==> src/rtl/uart_tx_fifo_pkg.sv <==
// rtl/uart_tx_fifo_pkg.sv - shared constants for the buffered UART transmit stage
package uart_tx_fifo_pkg;

  localparam int UART_DATA_W = 8;

endpackage

==> src/rtl/uart_tx_fifo_if.sv <==
// rtl/uart_tx_fifo_if.sv - byte-producer / transmitter handshake and FIFO status bundle
interface uart_tx_fifo_if
  import uart_tx_fifo_pkg::*;
#(
  parameter int DEPTH = 16,
  localparam int ADDR_W = $clog2(DEPTH)
) ();

  logic                   wr_valid;
  logic [UART_DATA_W-1:0] wr_data;
  logic                   txd_busy;
  logic                   txd_start;
  logic [UART_DATA_W-1:0] txd_data;
  logic [ADDR_W:0]        count;
  logic                   empty;
  logic                   full;
  logic                   overflow;

  modport master (
    output wr_valid, wr_data, txd_busy,
    input  txd_start, txd_data, count, empty, full, overflow
  );

  modport slave (
    input  wr_valid, wr_data, txd_busy,
    output txd_start, txd_data, count, empty, full, overflow
  );

endinterface

==> src/rtl/uart_tx_fifo_sync_fifo_8.sv <==
// rtl/uart_tx_fifo_sync_fifo_8.sv - byte-wide synchronous FIFO with registered count/full/empty
module sync_fifo_8
  import uart_tx_fifo_pkg::*;
#(
  parameter int DEPTH = 16,
  localparam int ADDR_W = $clog2(DEPTH)
) (
  input  logic                   clk,
  input  logic                   reset,
  input  logic                   push_i,
  input  logic [UART_DATA_W-1:0] push_data_i,
  input  logic                   pop_i,
  output logic [UART_DATA_W-1:0] pop_data_o,
  output logic [ADDR_W:0]        count_o,
  output logic                   empty_o,
  output logic                   full_o
);

  logic [UART_DATA_W-1:0] mem_q [DEPTH];
  logic [ADDR_W-1:0]      wr_ptr_q, wr_ptr_d;
  logic [ADDR_W-1:0]      rd_ptr_q, rd_ptr_d;
  logic [ADDR_W:0]        count_q, count_d;
  logic                   empty_q, full_q;

  // Head entry is read combinationally so a pop can hand it to the launch register this cycle.
  assign pop_data_o = mem_q[rd_ptr_q];

  always_comb begin
    wr_ptr_d = wr_ptr_q;
    rd_ptr_d = rd_ptr_q;
    count_d  = count_q;
    if (push_i) wr_ptr_d = wr_ptr_q + ADDR_W'(1);
    if (pop_i)  rd_ptr_d = rd_ptr_q + ADDR_W'(1);
    case ({push_i, pop_i})
      2'b10:   count_d = count_q + (ADDR_W+1)'(1);
      2'b01:   count_d = count_q - (ADDR_W+1)'(1);
      default: count_d = count_q;
    endcase
  end

  always_ff @(posedge clk) begin
    if (push_i) mem_q[wr_ptr_q] <= push_data_i;
  end

  always_ff @(posedge clk) begin
    if (reset) begin
      wr_ptr_q <= '0;
      rd_ptr_q <= '0;
      count_q  <= '0;
      empty_q  <= 1'b1;
      full_q   <= 1'b0;
    end else begin
      wr_ptr_q <= wr_ptr_d;
      rd_ptr_q <= rd_ptr_d;
      count_q  <= count_d;
      empty_q  <= (count_d == '0);
      full_q   <= (count_d == (ADDR_W+1)'(DEPTH));
    end
  end

  assign count_o = count_q;
  assign empty_o = empty_q;
  assign full_o  = full_q;

endmodule

==> src/rtl/uart_tx_fifo.sv <==
// rtl/uart_tx_fifo.sv - queues strobed bytes and launches them one at a time to async_transmitter
module uart_tx_fifo
  import uart_tx_fifo_pkg::*;
#(
  parameter int DEPTH = 16,
  localparam int ADDR_W = $clog2(DEPTH)
) (
  input  logic              clk,
  input  logic              reset,
  uart_tx_fifo_if.slave     bus
);

  typedef enum logic [1:0] {
    ST_IDLE   = 2'd0,
    ST_LAUNCH = 2'd1,
    ST_HOLD   = 2'd2
  } state_e;

  state_e                 state_q, state_d;
  logic                   txd_start_q, txd_start_d;
  logic [UART_DATA_W-1:0] txd_data_q, txd_data_d;
  logic                   overflow_q, overflow_d;

  logic                   pop;
  logic                   push;
  logic                   drop;
  logic [UART_DATA_W-1:0] fifo_head;
  logic [ADDR_W:0]        fifo_count;
  logic                   fifo_empty;
  logic                   fifo_full;

  // A pop in the same cycle frees the slot, so a write into a full FIFO is still accepted.
  assign push = bus.wr_valid && (!fifo_full || pop);
  assign drop = bus.wr_valid && fifo_full && !pop;

  sync_fifo_8 #(.DEPTH(DEPTH)) u_fifo (
    .clk         (clk),
    .reset       (reset),
    .push_i      (push),
    .push_data_i (bus.wr_data),
    .pop_i       (pop),
    .pop_data_o  (fifo_head),
    .count_o     (fifo_count),
    .empty_o     (fifo_empty),
    .full_o      (fifo_full)
  );

  always_comb begin
    state_d     = state_q;
    txd_start_d = 1'b0;
    txd_data_d  = txd_data_q;
    pop         = 1'b0;
    case (state_q)
      ST_IDLE: begin
        if (!fifo_empty && !bus.txd_busy) begin
          pop         = 1'b1;
          txd_start_d = 1'b1;
          txd_data_d  = fifo_head;
          state_d     = ST_LAUNCH;
        end
      end
      // Guard cycle: the transmitter raises busy one cycle after it sees start.
      ST_LAUNCH: state_d = ST_HOLD;
      ST_HOLD: begin
        if (!bus.txd_busy) state_d = ST_IDLE;
      end
      default: state_d = ST_IDLE;
    endcase
  end

  assign overflow_d = overflow_q || drop;

  always_ff @(posedge clk) begin
    if (reset) begin
      state_q     <= ST_IDLE;
      txd_start_q <= 1'b0;
      txd_data_q  <= '0;
      overflow_q  <= 1'b0;
    end else begin
      state_q     <= state_d;
      txd_start_q <= txd_start_d;
      txd_data_q  <= txd_data_d;
      overflow_q  <= overflow_d;
    end
  end

  assign bus.txd_start = txd_start_q;
  assign bus.txd_data  = txd_data_q;
  assign bus.count     = fifo_count;
  assign bus.empty     = fifo_empty;
  assign bus.full      = fifo_full;
  assign bus.overflow  = overflow_q;

endmodule

==> src/flat_wrapper.sv <==
// flat-port wrapper written by rule: the top's interface ports become plain ports
module uart_tx_fifo_flat import uart_tx_fifo_pkg::*;
#(
  parameter int DEPTH = 16,
  localparam int ADDR_W = $clog2(DEPTH)
)
  (clk, reset, bus_wr_valid, bus_wr_data, bus_txd_busy, bus_txd_start, bus_txd_data, bus_count, bus_empty, bus_full, bus_overflow);
  uart_tx_fifo_if #(.DEPTH(DEPTH)) bus_i ();
  input  logic clk;
  input  logic reset;
  input wire logic [$bits(bus_i.wr_valid)-1:0] bus_wr_valid;
  input wire logic [$bits(bus_i.wr_data)-1:0] bus_wr_data;
  input wire logic [$bits(bus_i.txd_busy)-1:0] bus_txd_busy;
  output wire logic [$bits(bus_i.txd_start)-1:0] bus_txd_start;
  output wire logic [$bits(bus_i.txd_data)-1:0] bus_txd_data;
  output wire logic [$bits(bus_i.count)-1:0] bus_count;
  output wire logic [$bits(bus_i.empty)-1:0] bus_empty;
  output wire logic [$bits(bus_i.full)-1:0] bus_full;
  output wire logic [$bits(bus_i.overflow)-1:0] bus_overflow;
  assign bus_i.wr_valid = bus_wr_valid;
  assign bus_i.wr_data = bus_wr_data;
  assign bus_i.txd_busy = bus_txd_busy;
  assign bus_txd_start = bus_i.txd_start;
  assign bus_txd_data = bus_i.txd_data;
  assign bus_count = bus_i.count;
  assign bus_empty = bus_i.empty;
  assign bus_full = bus_i.full;
  assign bus_overflow = bus_i.overflow;
  uart_tx_fifo #(.DEPTH(DEPTH)) u_core (.clk(clk), .reset(reset), .bus(bus_i));
endmodule
==> config.mk <==
export PLATFORM = sky130hd
export DESIGN_NAME = uart_tx_fifo_flat
export DESIGN_NICKNAME = d
export VERILOG_FILES = /design/src/rtl/uart_tx_fifo_pkg.sv /design/src/rtl/uart_tx_fifo_if.sv /design/src/rtl/uart_tx_fifo_sync_fifo_8.sv /design/src/rtl/uart_tx_fifo.sv /design/src/flat_wrapper.sv
export SDC_FILE = /design/constraint.sdc
export NUM_CORES = 1
export LEC_CHECK = 0
export BUFFER_PORTS_ARGS = -buffer_cell sky130_fd_sc_hd__buf_4
export CORE_ASPECT_RATIO = 0.6
export CORE_MARGIN = 8
export CORE_UTILIZATION = 55
export DETAILED_ROUTE_END_ITERATION = 7
export PLACE_DENSITY = 0.77
export SLEW_MARGIN = 20
export SYNTH_ARGS = -nofsm -noshare
export SYNTH_HDL_FRONTEND = slang
export SYNTH_SLANG_ARGS = --single-unit
==> constraint.sdc <==
create_clock -name clk -period 2.8 [get_ports clk]
set_input_delay 0.14 -clock clk [delete_from_list [all_inputs] [get_ports clk]]
set_output_delay 0.14 -clock clk [all_outputs]
set_load 0.1 [all_outputs]
# After elaboration in Yosys (flattened, before gate mapping)
# Memories as Yosys holds them, arrays and structs flattened. A register that Yosys moved wholly into a read port is not among the register bits.
# Cells that the tools add are included.
# classes
addsub	4
eq_ne	7
n_mux	8
n_reduce_logical	14
# op_table
op	count
5-bit one-hot mux with 2 select lines	1
4-bit by 1-bit adder with 4-bit output, second input constant	2
2-bit one-hot mux with 3 select lines	1
5-bit by 1-bit adder with 5-bit output, second input constant	1
5-bit == test, second input constant	1
5-bit zero test	1
5-bit by 1-bit subtractor with 5-bit output, second input constant	1
2-bit by 1-bit == test with 1-bit output, second input constant	2
2-bit == test, second input constant	2
1-bit logical AND	4
1-bit zero test	4
1-bit two-way mux	4
2-bit two-way mux	2
2-bit AND reduction	2
2-bit zero test	1
1-bit logical OR	2
2-bit by 1-bit != test with 1-bit output, second input constant	1
2-bit != test, second input constant	1
# word_totals
regBits	19
ramBits	128
out_inout_bits	17
n_memories	1
# mem_list
memory	depth	word_bits	read_ports	rd_clocked_by_memory_dff	write_ports	line	rtl
u_core.u_fifo.mem_q	16	8	1	1	1	uart_tx_fifo_sync_fifo_8.sv:19	logic [UART_DATA_W-1:0] mem_q [DEPTH];

# Longest topological paths before layout
# Gate-level depths: netlist of run 1.
# logic_depth
depth_word	9
mapped_depth	12

# Cells and area by module
# A second synthesis of run 1 with hierarchy kept.
# hier_totals
cells_unflattened	344
area_unflattened_um2	6337.3
# by_module_without_submodules
module	n_inst	cells_per_inst	area_each_um2	seq_area_each_um2
sync_fifo_8	1	295	5830.6	4224.1
uart_tx_fifo	1	49	506.7	240.2

# Worst setup path after synthesis of run 1
# No wires, ideal clock.
# synth_timing
path_type	flip-flop to flip-flop
start	register u_core.u_fifo.empty_q (netlist: u_core.u_fifo.empty_o)
end	register u_core.u_fifo.full_q (netlist: u_core.u_fifo.full_o)
arrival_ns	3.291
required_ns	2.683
slack_ns	-0.608
path_stages_with_launch	13
n_path_buf	1
period_less_slack_ns	3.408
cell_sequence	dfxtp_1 > or4_1 > clkbuf_1 > a21boi_4 > inv_1 > ha_1 > xor2_1 > ha_1 > mux2_2 > o21ai_0 > nand3_1 > xor2_1 > and4bb_2
# synth_between
elab_chain_len	9
word_cells_on_any_way	10
# synth_lines
item	line	rtl
start, declared	uart_tx_fifo_sync_fifo_8.sv:23	logic empty_q, full_q;
start signal, assigned	uart_tx_fifo_sync_fifo_8.sv:56	empty_q <= (count_d == '0);
1-bit zero test (*)	uart_tx_fifo.sv:55	if (!fifo_empty && !bus.txd_busy) begin
1-bit logical AND (*)	uart_tx_fifo.sv:55	
1-bit two-way mux (*)	uart_tx_fifo.sv:55	
1-bit two-way mux (*)	uart_tx_fifo.sv:53	case (state_q)
1-bit logical OR	uart_tx_fifo.sv:33	assign push = bus.wr_valid && (!fifo_full || pop);
1-bit logical AND	uart_tx_fifo.sv:33	
2-bit by 1-bit == test with 1-bit output / 2-bit == test (equally long branches)	uart_tx_fifo_sync_fifo_8.sv:34	case ({push_i, pop_i})
5-bit one-hot mux with 2 select lines (*)	uart_tx_fifo_sync_fifo_8.sv:34	
5-bit == test (*)	uart_tx_fifo_sync_fifo_8.sv:57	full_q <= (count_d == (ADDR_W+1)'(DEPTH));
end signal, assigned	uart_tx_fifo_sync_fifo_8.sv:57	
end, declared	uart_tx_fifo_sync_fifo_8.sv:23	
# Mark *: on every way between the ends. The rest lies on a longest branch, timed or not.
# A chain may end at the register's enable or synchronous reset.

# Worst setup path after layout of run 1
# layout_timing
start	register u_core.state_q[1]
end	register u_core.u_fifo.full_q (netlist: u_core.u_fifo.full_o)
# layout_between
elab_chain_len	7
word_cells_on_any_way	8
# layout_lines
item	line	rtl
start, declared	uart_tx_fifo.sv:19	state_e state_q, state_d;
start signal, assigned	uart_tx_fifo.sv:80	state_q <= state_d;
2-bit zero test (*)	uart_tx_fifo.sv:53	
1-bit two-way mux (*)	uart_tx_fifo.sv:53	
1-bit logical OR	uart_tx_fifo.sv:33	
1-bit logical AND	uart_tx_fifo.sv:33	
2-bit by 1-bit == test with 1-bit output / 2-bit == test (equally long branches)	uart_tx_fifo_sync_fifo_8.sv:34	
5-bit one-hot mux with 2 select lines (*)	uart_tx_fifo_sync_fifo_8.sv:34	
5-bit == test (*)	uart_tx_fifo_sync_fifo_8.sv:57	
# Marks and branches as above.

==> results of run 1 <==
## flip-flops by register name (all words and copies together), names as in the netlist
name	count
u_core.bus.txd_start	1
u_core.u_fifo.count_o	5
u_core.u_fifo.rd_ptr_q	4
u_core.bus.txd_data	8
u_core.state_q	2
u_core.u_fifo.mem_q	128
u_core.u_fifo.wr_ptr_q	4
u_core.bus.overflow	1
u_core.u_fifo.empty_o	1
u_core.u_fifo.full_o	1
## stage by stage
stage	power, W	cell area [µm²]
CTS	0.00592	7260
detailed placement	0.00360	6610
floorplan	0.00336	6100
global placement	0.00358	6610
finish	0.00593	7330
global route	0.00613	7330
## synthesized netlist by cell type (2+ instances only)
cell	n
edfxtp_1	128
nor2_1	36
mux4_2	32
dfxtp_1	27
a21oi_1	23
a22oi_1	16
nand2_1	11
clkbuf_1	10
ha_1	8
inv_1	6
xor2_1	6
nor3_1	5
buf_1	4
nand2b_1	4
nor2b_1	4
xnor2_1	4
buf_2	2
buf_4	2
mux2i_1	2
nand4_1	2
o21ai_0	2
## worst register-to-register path: stages (launching register included)
cell	delay [ns]
dfxtp_2	0.32
or4_4	0.57
a21boi_4	0.17
inv_2	0.07
ha_4	0.17
xor2_2	0.18
ha_2	0.25
mux2_4	0.32
o21ai_4	0.14
nand3_2	0.10
xor2_2	0.24
and4bb_2	0.25
## layer usage
metal / global-route usage, % / routed length [µm]
met5: 0 / 0
met4: 5.40 / 121
met3: 5.26 / 1320
met2: 28.6 / 6380
met1: 28.0 / 5790
## logic make-up after synthesis
logic type	synth area share (%)
simple gates	5.47
fa+ha+maj	1.65
xor+xnor	1.44
compound gates	5.23
buf+inv	1.73
mux	12.4
flops	72.1
## area by class of cell
cell class,instances,area [µm²],area share [%]
timing repair buffer,60,465,6.35
clock inverter,7,40.0,0.547
sequential,155,4390,59.9
clock buffer,25,572,7.81
multi-input combinational,173,1660,22.7
tap,139,174,2.37
inverter,6,22.5,0.307
## what timing repair did
item,in CTS,in global routing
setup endpoints to repair,2,2
setup buffers,1,4
pin swaps,0,1
hold endpoints to repair,1,0
resized for setup,6,6
hold buffers,1,0
## power by group through the flow
| stage | sequential [W] | clock (W) | combinational [W] |
|---|---|---|---|
| global placement | 0.00267 | 0 | 0.000910 |
| finish | 0.00264 | 0.00232 | 0.000976 |
| global route | 0.00264 | 0.00245 | 0.00104 |
| detailed placement | 0.00268 | 0 | 0.000922 |
| CTS | 0.00263 | 0.00234 | 0.000950 |
| floorplan | 0.00293 | 0 | 0.000430 |
## path summary, 6_finish.rpt
check | start | endpoint | slack, ns | cells past startpoint
worst min register to register | u_core.bus.overflow | u_core.bus.overflow | 0.48 | 2
worst max-delay path | u_core.state_q[1] | u_core.u_fifo.full_o | -0.07 | 11
worst max register to register | u_core.state_q[1] | u_core.u_fifo.full_o | -0.07 | 11
worst min-delay path | bus_txd_busy | u_core.state_q[1] | 0.03 | 3
==> impl_metrics.json, run 1 <==
{
  "post-route-period-util_pct": 103,
  "fin_ws_ns": -0.0739,
  "finalHoldViolCount": 0,
  "cts_tree": "built",
  "finalSetupViolCount": 3,
  "syn_nets": 373,
  "synth_warnings": 0,
  "netlist.area_leader.share_pct": 63.2,
  "cap_viol_max_count": 0,
  "crit_family": "simple AND/OR/NAND/NOR gates",
  "die_h_um": 97.4,
  "crit_chain": "or4_4 -> a21boi_4 -> inv_2 -> ha_4 -> xor2_2 -> ha_2 -> mux2_4 -> o21ai_4 -> nand3_2 -> xor2_2 -> and4bb_2",
  "slowest_delay_ns": 0.57,
  "fmaxAchievable_ghz": 0.348,
  "ant_nets": 0,
  "fin_nets": 433,
  "dieArea_um2": 14800,
  "grt_remaining_overflow": 0,
  "power_switching_w": 0.00159,
  "powerDensity_nw_per_um2": 809,
  "antenna_found_initial": 0,
  "path_max_fanout": 3,
  "synthTopCellsByArea": "edfxtp_1, mux4_2, dfxtp_1, nor2_1, a22oi_1",
  "drt-total-wl_um": 13600,
  "port_buffers": 28,
  "grt_start_max_net_pins": 36,
  "async_flop_share_pct": 0,
  "tightest_slew_ns": 0.771,
  "critical_path_required_ns": 3.11,
  "synth_largest_area_cell": "edfxtp_1",
  "track_usage_pct": 19.5,
  "avgSynthCellArea_um2": 17.2,
  "cpMostUsedCell": "xor2_2",
  "clk_path_buf_depth": 2,
  "synth_ff_type": "edfxtp_1",
  "first_pass_iters": 5,
  "slew_headroom_pct": 48.4,
  "nFillCells": 687,
  "mostFrequentLayoutCells": "edfxtp_1, buf_4, nor2_1, mux4_2, dfxtp_1",
  "drcViolationCount": 0,
  "hold_class": "input port to register",
  "synthCells": 353,
  "share_comb_of_total_power_pct": 16.5,
  "final_common_cell": "edfxtp_1",
  "worst_path_max_delay_cell": "or4_4",
  "drive_above_1_share_pct": 33.1,
  "routedWlPerCell_um": 24.1,
  "grt_pass1_wl_um": 20700,
  "synth_edf_count": 128,
  "path_buf_inv": 1,
  "syn_to_final_growth_pct": 20.5,
  "layout.cells.non_filler": 565,
  "rsz0062_at_grt": "yes",
  "crit_type": "register to register",
  "postLayoutCoreUtil_pct": 68.7,
  "syn_area_um2": 6080,
  "seq_power_share_pct": 44.5,
  "die-width_um": 152,
  "path_clk_slew_ns": 0.06,
  "dp_cells": 527,
  "dpl.hpwl_um": 8200,
  "cts_sinks": 155,
  "switching_share_pct": 26.8,
  "grt_pass1_vias": 3539,
  "critPathCaptureType": "register",
  "status": "finished, violations left",
  "tns_ns": -0.112,
  "whs_ns": 0.0315,
  "p_int_w": 0.00434,
  "drv_slew": 0,
  "via_per_inst": 6.07,
  "min_period_ns": 2.87,
  "yosysSeqAreaShare_pct": 72.1,
  "yosysUniqueCellTypes": 40,
  "dp_slack_ns": -0.0228,
  "arrival_ns": 3.18,
  "cts_buffers": 17,
  "clock_latency_ns": 0.42,
  "drt_first_iter_violations": 386,
  "place_congestion": 0.832,
  "vias": 3428,
  "antennaDiodeCount": 0,
  "failed_checks": "negative setup slack",
  "root_buffer": "clkbuf_16",
  "max-vdd-ir-drop_mv": 0.782,
  "rows": 29,
  "h-tree-depth": 4,
  "core_area_um2": 10700,
  "ioPinCount": 29,
  "p_leak_nw": 2.51,
  "synth-seq-cells": 155,
  "start_kind": "register",
  "clkPwrFrac_pct": 39.1,
  "start_util_pct": 57.0,
  "fin_skew_ns": 0.0100
}
(Power assumes the default switching activity.)
==> run 2, diff against run 1 <==
--- a/config.mk
+++ b/config.mk
@@ -10,6 +10,7 @@
 export CORE_MARGIN = 8
 export CORE_UTILIZATION = 55
 export DETAILED_ROUTE_END_ITERATION = 7
+export HOLD_SLACK_MARGIN = 0.15
 export PLACE_DENSITY = 0.77
 export SLEW_MARGIN = 20
 export SYNTH_ARGS = -nofsm -noshare
==> impl_metrics.json, run 2 (same netlist as run 1, synthesis figures left out) <==
{
  "whs_ns": 0.495,
  "fin_skew_ns": 0.00907,
  "h-tree-depth": 4,
  "hold_class": "register to register",
  "tightest_slew_ns": 0.738,
  "fin_nets": 445,
  "via_per_inst": 6.17,
  "antennaDiodeCount": 0,
  "dp_slack_ns": -0.0228,
  "fmaxAchievable_ghz": 0.342,
  "final_common_cell": "edfxtp_1",
  "first_pass_iters": 5,
  "finalSetupViolCount": 3,
  "fin_ws_ns": -0.125,
  "arrival_ns": 3.23,
  "largest_register_ff_count": 128,
  "powerDensity_nw_per_um2": 801,
  "layout.cells.non_filler": 577,
  "dieArea_um2": 14800,
  "slew_headroom_pct": 50.7,
  "clock_latency_ns": 0.42,
  "rsz0062_at_grt": "yes",
  "grt_pass1_vias": 3599,
  "start_kind": "register",
  "critPathCaptureType": "register",
  "max-vdd-ir-drop_mv": 0.861,
  "mostFrequentLayoutCells": "edfxtp_1, buf_4, nor2_1, mux4_2, dfxtp_1",
  "core_area_um2": 10700,
  "cpMostUsedCell": "xor2_2",
  "path_max_fanout": 3,
  "drcViolationCount": 0,
  "crit_chain": "or4_4 -> a21boi_4 -> inv_2 -> ha_4 -> xor2_2 -> ha_2 -> mux2_4 -> o21ai_4 -> nand3_2 -> xor2_2 -> and4bb_2",
  "cts_tree": "built",
  "drt_first_iter_violations": 372,
  "finalPower_w": 0.00596,
  "path_clk_slew_ns": 0.06,
  "port_buffers": 28,
  "ant_nets": 0,
  "grt_pass1_wl_um": 21000,
  "grt_start_max_net_pins": 36,
  "antenna_found_initial": 0,
  "drive_above_1_share_pct": 32.0,
  "drv_slew": 0,
  "finalHoldViolCount": 0,
  "dp_cells": 527,
  "drt-total-wl_um": 13900,
  "tns_ns": -0.267,
  "failed_checks": "negative setup slack",
  "min_period_ns": 2.92,
  "cts_sinks": 155,
  "routedWlPerCell_um": 24.1,
  "p_leak_nw": 2.57,
  "die_h_um": 97.4,
  "post-route-period-util_pct": 104,
  "status": "finished, violations left",
  "critical_path_required_ns": 3.11,
  "clk_path_buf_depth": 2,
  "cts_buffers": 17,
  "top_register": "u_core.u_fifo.mem_q",
  "cap_viol_max_count": 0,
  "place_congestion": 0.832,
  "start_util_pct": 57.0,
  "dpl.hpwl_um": 8200,
  "ioPinCount": 29,
  "die-width_um": 152,
  "track_usage_pct": 19.7,
  "slowest_delay_ns": 0.57,
  "rows": 29,
  "crit_type": "register to register",
  "worst_path_max_delay_cell": "or4_4",
  "grt_remaining_overflow": 0,
  "syn_to_final_growth_pct": 22.4,
  "root_buffer": "clkbuf_16",
  "vias": 3559
}
[run 2: cell count changes in the layout (fill, tap and decap cells not counted), sizes merged]
| cell | change |
|---|---|
| dlygate4sd3 | +12 |
[run 2: cell type report]
cell class                 instances  area, µm²
clock buffer                      25        572
clock inverter                     7       40.0
fill                             676       3230
inverter                           6       22.5
multi-input combinational        173       1660
sequential                       155       4390
tap                              139        174
timing repair buffer              72        586
[run 2: path summary, 6_finish.rpt]
kind / startpoint / end / slack, ns / cells after the start
hold / removal: u_core.bus.txd_data[6] / u_core.bus.txd_data[6] / 0.50 / 2
setup / recovery: u_core.state_q[1] / u_core.u_fifo.full_o / -0.12 / 11
setup reg to reg: u_core.state_q[1] / u_core.u_fifo.full_o / -0.12 / 11
hold reg to reg: u_core.bus.txd_data[6] / u_core.bus.txd_data[6] / 0.50 / 2
[run 2: worst max-delay path, delay by kind of cell (launching register included)]
family / cells / cell delay [ns]
multiplexers: 1 / 0.33
buffers and inverters: 1 / 0.07
AO/OA/AOI/OAI: 2 / 0.33
AND/OR/NAND/NOR: 3 / 0.92
XOR/XNOR: 2 / 0.42
adder cells (fa/ha/maj): 2 / 0.43
flip-flops: 1 / 0.33
[run 2: layer usage]
metal / GRT usage [%] / share of wire, % / wire length (µm)
met4: 5.47 / 1.1 / 153
met3: 5.53 / 9.0 / 1250
met1: 27.8 / 42 / 5860
met5: 0 / 0 / 0
met2: 29.2 / 48 / 6650
[run 2: where the power goes]
group | switching, W | total, W | internal (W)
sequential | 0.0000641 | 0.00264 | 0.00257
clock | 0.000899 | 0.00232 | 0.00142
combinational | 0.000636 | 0.000996 | 0.000360
[run 2: what timing repair did]
action                     CTS  global route
hold buffers                13             0
resized for setup            6             5
hold endpoints to repair   153             0
setup endpoints to repair    2             3
buffers inserted             1             4
pin swaps                    0             3
[run 2: metrics by stage]
stage | instance area, µm² | util (%)
2_1_floorplan | 6100 | -
3_3_place_gp | 6610 | 62.0
3_5_place_dp | 6610 | 62.0
4_1_cts | 7380 | 69.2
5_1_grt | 7440 | 69.7
6_report | 7440 | 69.7
